**config.mk**
```make
export PLATFORM = sky130hd
export DESIGN_NAME = piso_tx_flat
export DESIGN_NICKNAME = d
export VERILOG_FILES = /design/src/rtl/piso_pkg.sv /design/src/rtl/piso_if.sv /design/src/rtl/piso_tx_mod_counter.sv /design/src/rtl/piso_tx.sv /design/src/flat_wrapper.sv
export SDC_FILE = /design/constraint.sdc
export NUM_CORES = 1
export LEC_CHECK = 0
export CAP_MARGIN = 15
export CORE_AREA = 2 2 39 41
export DETAILED_ROUTE_END_ITERATION = 6
export DIE_AREA = 0 0 41 43
export GPL_ROUTABILITY_DRIVEN = 0
export PLACE_DENSITY = 0.6
export RECOVER_POWER = 50
export SYNTH_ARGS = -nofsm -noshare
export SYNTH_HDL_FRONTEND = slang
export SYNTH_HIERARCHICAL = 1
export SYNTH_SLANG_ARGS = --single-unit
```
**constraint.sdc**
```tcl
create_clock -name clk -period 1.35 [get_ports clk]
set_input_delay 0.27 -clock clk [delete_from_list [all_inputs] [get_ports clk]]
set_output_delay 0.27 -clock clk [all_outputs]
set_load 0.02 [all_outputs]
```
**src/rtl/piso_pkg.sv**
```systemverilog
// Shared types and helpers for the parallel-in/serial-out transmitter.
package piso_pkg;

  typedef enum logic [1:0] {IDLE, SHIFT, GAP} piso_state_t;

  function automatic int cnt_w(input int n);
    int w;
    w = $clog2(n);
    return (w < 1) ? 1 : w;
  endfunction

endpackage

```
**src/rtl/piso_if.sv**
```systemverilog
// Word-side valid/ready handshake into the serializer.
interface piso_if #(
  parameter int WIDTH = 4
);
  logic [WIDTH-1:0] d;
  logic             in_valid;
  logic             in_ready;

  modport master (output d, output in_valid, input in_ready);
  modport slave  (input d, input in_valid, output in_ready);
endinterface

```
**src/rtl/piso_tx_mod_counter.sv**
```systemverilog
// Synchronous up-counter with clear, enable and terminal-count flag; holds at MOD-1.
module mod_counter
  import piso_pkg::*;
#(
  parameter int MOD = 4,
  parameter int W   = cnt_w(MOD)
) (
  input  logic clk,
  input  logic reset,
  input  logic clr,
  input  logic en,
  output logic tc
);

  localparam logic [W-1:0] LAST = W'(MOD - 1);

  logic [W-1:0] q;

  always_ff @(posedge clk) begin
    if (reset)
      q <= '0;
    else if (clr)
      q <= '0;
    else if (en && !tc)
      q <= q + 1'b1;
  end

  assign tc = (q == LAST);

endmodule

```
**src/rtl/piso_tx.sv**
```systemverilog
// Serializes one handshaked word per frame, one bit per clock, with optional idle gap.
//   state | meaning
//   IDLE  | waiting for a word, in_ready high
//   SHIFT | driving one data bit per cycle, sframe high
//   GAP   | GAP_CYCLES idle cycles between words
module piso_tx
  import piso_pkg::*;
#(
  parameter int WIDTH      = 4,
  parameter int GAP_CYCLES = 1,
  parameter int LSB_FIRST  = 0
) (
  input  logic     clk,
  input  logic     reset,
  piso_if.slave    bus,
  output logic     sout,
  output logic     sframe,
  output logic     done,
  output logic     busy
);

  localparam int BW   = cnt_w(WIDTH);
  localparam int GW   = cnt_w(GAP_CYCLES + 1);
  localparam int GMOD = (GAP_CYCLES > 0) ? GAP_CYCLES : 1;

  piso_state_t      state, state_nxt;
  logic [WIDTH-1:0] shreg;
  logic             load, shift, ready;
  logic             bit_clr, bit_en, bit_tc;
  logic             gap_clr, gap_en, gap_tc;

  mod_counter #(.MOD(WIDTH), .W(BW)) u_bit_cnt (
    .clk   (clk),
    .reset (reset),
    .clr   (bit_clr),
    .en    (bit_en),
    .tc    (bit_tc)
  );

  mod_counter #(.MOD(GMOD), .W(GW)) u_gap_cnt (
    .clk   (clk),
    .reset (reset),
    .clr   (gap_clr),
    .en    (gap_en),
    .tc    (gap_tc)
  );

  always_ff @(posedge clk) begin
    if (reset)
      state <= IDLE;
    else
      state <= state_nxt;
  end

  // Load wins over shift so a back-to-back word replaces the drained register.
  always_ff @(posedge clk) begin
    if (reset)
      shreg <= '0;
    else if (load)
      shreg <= bus.d;
    else if (shift)
      shreg <= (LSB_FIRST != 0) ? (shreg >> 1) : (shreg << 1);
  end

  always_comb begin
    state_nxt = state;
    load      = 1'b0;
    shift     = 1'b0;
    ready     = 1'b0;
    bit_clr   = 1'b0;
    bit_en    = 1'b0;
    gap_clr   = 1'b0;
    gap_en    = 1'b0;
    sframe    = 1'b0;
    done      = 1'b0;
    busy      = (state != IDLE);
    sout      = 1'b0;
    case (state)
      IDLE: begin
        ready = 1'b1;
        if (bus.in_valid) begin
          load      = 1'b1;
          bit_clr   = 1'b1;
          state_nxt = SHIFT;
        end
      end
      SHIFT: begin
        sframe = 1'b1;
        sout   = (LSB_FIRST != 0) ? shreg[0] : shreg[WIDTH-1];
        shift  = 1'b1;
        bit_en = 1'b1;
        if (bit_tc) begin
          done = 1'b1;
          if (GAP_CYCLES > 0) begin
            gap_clr   = 1'b1;
            state_nxt = GAP;
          end else begin
            ready = 1'b1;
            if (bus.in_valid) begin
              load    = 1'b1;
              bit_clr = 1'b1;
            end else begin
              state_nxt = IDLE;
            end
          end
        end
      end
      GAP: begin
        gap_en = 1'b1;
        if (gap_tc)
          state_nxt = IDLE;
      end
      default: state_nxt = IDLE;
    endcase
  end

  assign bus.in_ready = ready;

endmodule
```
**src/flat_wrapper.sv**
```systemverilog
// flat-port wrapper written by rule: the top's interface ports become plain ports
module piso_tx_flat import piso_pkg::*;
#(
  parameter int WIDTH      = 4,
  parameter int GAP_CYCLES = 1,
  parameter int LSB_FIRST  = 0
)
  (clk, reset, sout, sframe, done, busy, bus_d, bus_in_valid, bus_in_ready);
  piso_if #(.WIDTH(WIDTH)) bus_i ();
  input  logic clk;
  input  logic reset;
  output logic sout;
  output logic sframe;
  output logic done;
  output logic busy;
  input wire logic [$bits(bus_i.d)-1:0] bus_d;
  input wire logic [$bits(bus_i.in_valid)-1:0] bus_in_valid;
  output wire logic [$bits(bus_i.in_ready)-1:0] bus_in_ready;
  assign bus_i.d = bus_d;
  assign bus_i.in_valid = bus_in_valid;
  assign bus_in_ready = bus_i.in_ready;
  piso_tx #(.WIDTH(WIDTH), .GAP_CYCLES(GAP_CYCLES), .LSB_FIRST(LSB_FIRST)) u_core (.clk(clk), .reset(reset), .bus(bus_i), .sout(sout), .sframe(sframe), .done(done), .busy(busy));
endmodule
```
# [Word level (Yosys, flattened, before mapping)]
# Cells that the tools add are included.
[op_classes] add_sub_neg=2 n_eq_ne=6 muxes=14 reduce_logical=9
[op_table] op="$mux W1" n=8
[op_table] op="$mux W4" n=2
[op_table] op="$mux W2" n=3
[op_table] op="$ne A2 B2 Y1 const B" n=3
[op_table] op="$pmux W2 S3" n=1
[op_table] op="$eq A2 B2 Y1 const B" n=2
[op_table] op="$reduce_bool A2 Y1" n=2
[op_table] op="$reduce_or A2 Y1" n=2
[op_table] op="$reduce_and A3 Y1" n=1
[op_table] op="$add A2 B1 Y2 const B" n=1
[op_table] op="$eq A2 B1 Y1 const B" n=1
[op_table] op="$logic_and A1 B1 Y1" n=2
[op_table] op="$logic_not A2 Y1" n=1
[op_table] op="$add A1 B1 Y1 const B" n=1
[op_table] op="$logic_not A1 Y1" n=1
[totals] reg_bits=9 inputBits=7 output_inout_bits=5 wordCells=35

# [Longest topological paths before layout]
[depth] word_depth=4 mapped_depth=5 depth_no_buf=4

# [Hierarchy]
# Netlist, hierarchy kept.
[modules_own_cells] mod="piso_tx" instances=1 cells_per_inst=33 area_per_inst_um2=286.5 seq_area_each_um2=120.1
[modules_own_cells] mod="mod_counter (u_core.u_bit_cnt)" instances=1 cells_per_inst=8 area_per_inst_um2=105.1 seq_area_each_um2=40.0
[modules_own_cells] mod="mod_counter (u_core.u_gap_cnt)" instances=1 cells_per_inst=3 area_per_inst_um2=38.8 seq_area_each_um2=20.0

# [Worst setup path before layout]
# No wires, ideal clock.
[synth_path] path_kind="reg2out" start="register u_core.state[0]" end="output done" t_arrival_ns=0.963 t_required_ns=1.080 path_slack_ns=0.117 stages_incl_launch_ff=4 path_buffers=1 path_cell_list="dfxtp_1 > nor2b_1 > buf_6 > and2_1"
[synth_between] elab_chain_cells=2
[synth_rtl] element="start: declaration" line="piso_tx.sv:26" source="piso_state_t state, state_nxt;"
[synth_rtl] element="start signal: assignment" line="piso_tx.sv:52" source="state <= state_nxt;"
[synth_rtl] element="$eq A2 B1 Y1" line="piso_tx.sv:78" source="case (state)"
[synth_rtl] element="$mux W1" line="piso_tx.sv:78"
[synth_rtl] element="end: declaration" line="flat_wrapper.sv:14" source="output logic done;"
# Every way passes these cells.

# [Worst setup path after layout]
# Same ends and word-level chain as after synthesis.

==> impl_summary.md <==
Run status
The run finished with clean final reports.

Pwr
The fraction of power spent switching nets is 24.6%. Dividing total power by cell area gives a power density of 917 nW/um^2. The fraction of power consumed by the clock network is 32.8%. The cell-internal power is 0.000466 W. Overall power consumption after layout is estimated at 0.000619 W. The sequential share of power is 46.6%. Summed over all cells, the static leakage comes to 0.306 nW.

Of the total power, combinational logic draws 20.6%. Across the VDD grid, the largest voltage drop is 0.370 mV. The switching power of the nets is 0.000152 W.

Die
The area of the die is 1760 um^2. The total I/O pin count is 12. The area of the core region is 1380 um^2. The overall die width is 41 um. Measured along the y axis, the die boundary spans 43 um.

The initial core utilization is 31.1%. The site row count is 14.

GRT
The number of antenna violations at the first check in global routing is 0. The first global-routing pass estimated 1490 um of wire. The remaining global-route overflow is 0. The overall track demand over capacity in global routing is 13.1%. Entering global routing, the biggest net connects 9 pins. The number of global-route vias before repair is 358.

Clocking
CTS built an H-tree with a depth of 1. The cell at the root of the clock tree is sky130_fd_sc_hd__clkbuf_4. The maximum root-to-sink buffer count is 2.

TritonCTS built the clock tree. The number of buffers inserted during clock tree synthesis is 3. Counting every sink on the clock net gives 9. The clock insertion delay at the later pin of the skew report is 250 ps.

After clock tree synthesis, the clock-pin slew on the worst setup and hold paths is 60 ps.

Worst setup path
Along the worst path, the maximum fanout reaches 5. STA classifies the critical path endpoint as an output pin. The required time at the worst-slack endpoint is 1080 ps.

Among all stages on the critical path, the largest delay is contributed by sky130_fd_sc_hd__dfxtp_2. Traced cell by cell, the critical path runs through nor2b_4, and2_4, buf_6. The worst setup path is launched from a register. The worst path arrival time is 1040 ps. The worst stage delay on the critical path is 320 ps.

The worst setup path is of the reg -> out kind.

STA
On the final layout, the worst clock skew is 0.749 ps. Setup violations remaining at the end of the flow were counted as 0. Derived from the worst setup path, the maximum achievable clock frequency is 766 MHz.

The number of pins with negative max-slew slack in the final report was 0. The worst hold margin is 491 ps. The worst slew slack as a fraction of its limit is 78.4%. Setup repair after global routing could not meet its margin everywhere. The count of final hold-check violations is 0. At the pin with the least slew margin, the transition time is 323 ps. The share of the clock period used by the worst path after layout is 96.7%. The time the final worst path needs with I/O delays and setup is 1310 ps. The final critical-path setup slack is 44.1 ps.

Routing
In the final routed layout, each cell accounts on average for 10.2 um. The post-route DRC violation count is 0. The initial DRC count is 5. Using the TritonRoute via totals, the vias-per-cell ratio works out to 4.40. The detailed router placed 374 vias in this run. Before antenna repair, the detailed router went through 4 iterations. The wire length after detailed routing is 870 um. The number of antenna-violating nets in the routed design is 0.

Logic synthesis
In the synthesized netlist the dominant register cell turns out to be sky130_fd_sc_hd__dfxtp_1. The per-instance average area after synthesis is 9.78 um^2. The cell area that synthesis handed to floorplanning was 430 um^2.

The distinct cell type count after synthesis is 21. The biggest area consumer among synthesized cells is sky130_fd_sc_hd__dfxtp_1. The synthesized design contains 0 enable-type register cells. After synthesis, the share of flip-flops with an asynchronous set or reset is 0%. Of the synthesized area, sequential elements account for 41.9%.

The post-synthesis sequential element count is 9. The commonest cells after synthesis are sky130_fd_sc_hd__dfxtp_1 (9), sky130_fd_sc_hd__inv_1 (7), sky130_fd_sc_hd__nor2_1 (4). In the post-synthesis netlist, the biggest area contributors are sky130_fd_sc_hd__dfxtp_1 (42%), sky130_fd_sc_hd__o221a_1 (7.8%), sky130_fd_sc_hd__inv_1 (6.1%), sky130_fd_sc_hd__nor3_2 (4.7%), sky130_fd_sc_hd__a21oi_1 (3.5%). The Yosys step of the flow raised 6 warnings.

The net count of the mapped netlist is 52. The most common cell in the synthesized netlist is sky130_fd_sc_hd__dfxtp_1. Synthesis produced a netlist whose cell count is 44.

The synthesized design devotes to its leading area cell type 41.9% of total area.

Cells and area
The post-route netlist has 43.5% of its cells at a drive strength greater than 1. The number of standard cells in the final layout excluding fillers is 85. The antenna cell count is 0. The final net count is 78.

The area growth from synthesis to layout is 56.7%. The layout has 131 filler cells.

Placement
The post-placement worst setup slack is -362 ps. The number of port buffers is 11. After detailed placement, the design holds a cell count of 79. The wire-length estimate of the detail-placed layout is 660 um.

Run
The number of maximum-capacitance violations is 0.

Min path
The path class of the tightest hold or removal check is reg -> reg.
-- layout make-up --
type | count | area, um^2 | share of cell area (%)
clock buffers | 4 | 26.3 | 3.90
repair buffers | 22 | 189 | 28.0
flip-flops and latches | 9 | 183 | 27.1
multi-input cells | 27 | 230 | 34.1
inverters | 7 | 26.3 | 3.90
well taps | 16 | 20.0 | 2.97
-- cell usage in the layout, fill, tap and decap left out --
cell type / count
sky130_fd_sc_hd__o21bai_1: 1
sky130_fd_sc_hd__xnor2_1: 1
sky130_fd_sc_hd__clkbuf_4: 3
sky130_fd_sc_hd__and2b_2: 1
sky130_fd_sc_hd__nor3_2: 2
sky130_fd_sc_hd__inv_1: 7
sky130_fd_sc_hd__dfxtp_1: 7
sky130_fd_sc_hd__dfxtp_2: 2
sky130_fd_sc_hd__nand2_1: 1
sky130_fd_sc_hd__buf_4: 12
sky130_fd_sc_hd__a22oi_1: 1
sky130_fd_sc_hd__a21oi_1: 3
sky130_fd_sc_hd__and2_4: 1
sky130_fd_sc_hd__buf_2: 1
sky130_fd_sc_hd__clkdlybuf4s50_1: 6
sky130_fd_sc_hd__nor2_4: 1
sky130_fd_sc_hd__and2_1: 1
sky130_fd_sc_hd__nor2b_4: 2
sky130_fd_sc_hd__mux2i_1: 1
sky130_fd_sc_hd__ha_2: 1
sky130_fd_sc_hd__o221a_1: 3
sky130_fd_sc_hd__a32oi_1: 1
sky130_fd_sc_hd__buf_6: 3
sky130_fd_sc_hd__clkbuf_1: 1
sky130_fd_sc_hd__a211oi_1: 1
sky130_fd_sc_hd__nor2_1: 4
sky130_fd_sc_hd__nor4b_2: 1
-- sequential cells by signal (all words and copies together), names as in the netlist --
register and flops:
u_core/u_bit_cnt/q 2, u_core/u_gap_cnt/q 1, u_core/shreg 4, u_core/state 2
-- power groups by stage --
| stage | clock [W] | sequential, W | combinational (W) |
|---|---|---|---|
| 6_report | 0.000203 | 0.000288 | 0.000127 |
| 5_1_grt | 0.000234 | 0.000290 | 0.000139 |
| 2_1_floorplan | 0 | 0.000294 | 0.0000611 |
| 4_1_cts | 0.000214 | 0.000288 | 0.000120 |
| 3_5_place_dp | 0 | 0.000293 | 0.000122 |
| 3_3_place_gp | 0 | 0.000293 | 0.000121 |
-- worst max-delay path: cells and delay by family, from the launching register on --
| kind | cells | cell delay (ps) |
|---|---|---|
| AND/OR/NAND/NOR | 2 | 350 |
| flip-flops | 1 | 320 |
| buffers and inverters | 1 | 110 |
-- routing by layer --
metal	share of wire (%)	GRT usage, %	up-vias	wire [um]
li1	-	-	202	-
met1	48	15.8	166	416
met2	47	17.5	6	411
met3	4.8	5.24	0	42
met4	0	10.0	0	0
met5	0	0	-	0
-- cells by family after synthesis --
logic type	count (synthesis)	share of synthesized area, %
and+or+nand+nor	14	23.5
muxes	1	2.33
xor gates and xnor gates	1	2.04
DFF	9	41.9
adders and majority gates	1	2.91
buffers and inverters	8	8.72
AOI/OAI and AO/OA	10	18.6
-- metrics by stage --
stage                     TNS [ps]  util (%)  area [um^2]
after floorplan                  0         -          430
after global placement       -1030      44.6          617
after detailed placement     -1130      44.6          617
after CTS                        0      46.4          642
after global routing         -49.5      48.7          674
final                            0      48.7          674
-- repair_timing --
action                                  4_1_cts  5_1_grt
setup buffers                                 1        1
endpoints found under the setup margin        5        5
cloned                                        0        0
hold buffers                                  0        0
pin swaps                                     0        2
resized for setup                            26        8
-- worst paths after layout --
path	from	end	slack, ps	depth (start not counted)
max	u_core/state[0]	done	40	3
min	u_core/shreg[0]	u_core/shreg[0]	490	2
max reg2reg	u_core/u_bit_cnt/q[0]	u_core/u_gap_cnt/q	120	5
min reg2reg	u_core/shreg[0]	u_core/shreg[0]	490	2
(Power assumes the default switching activity.)
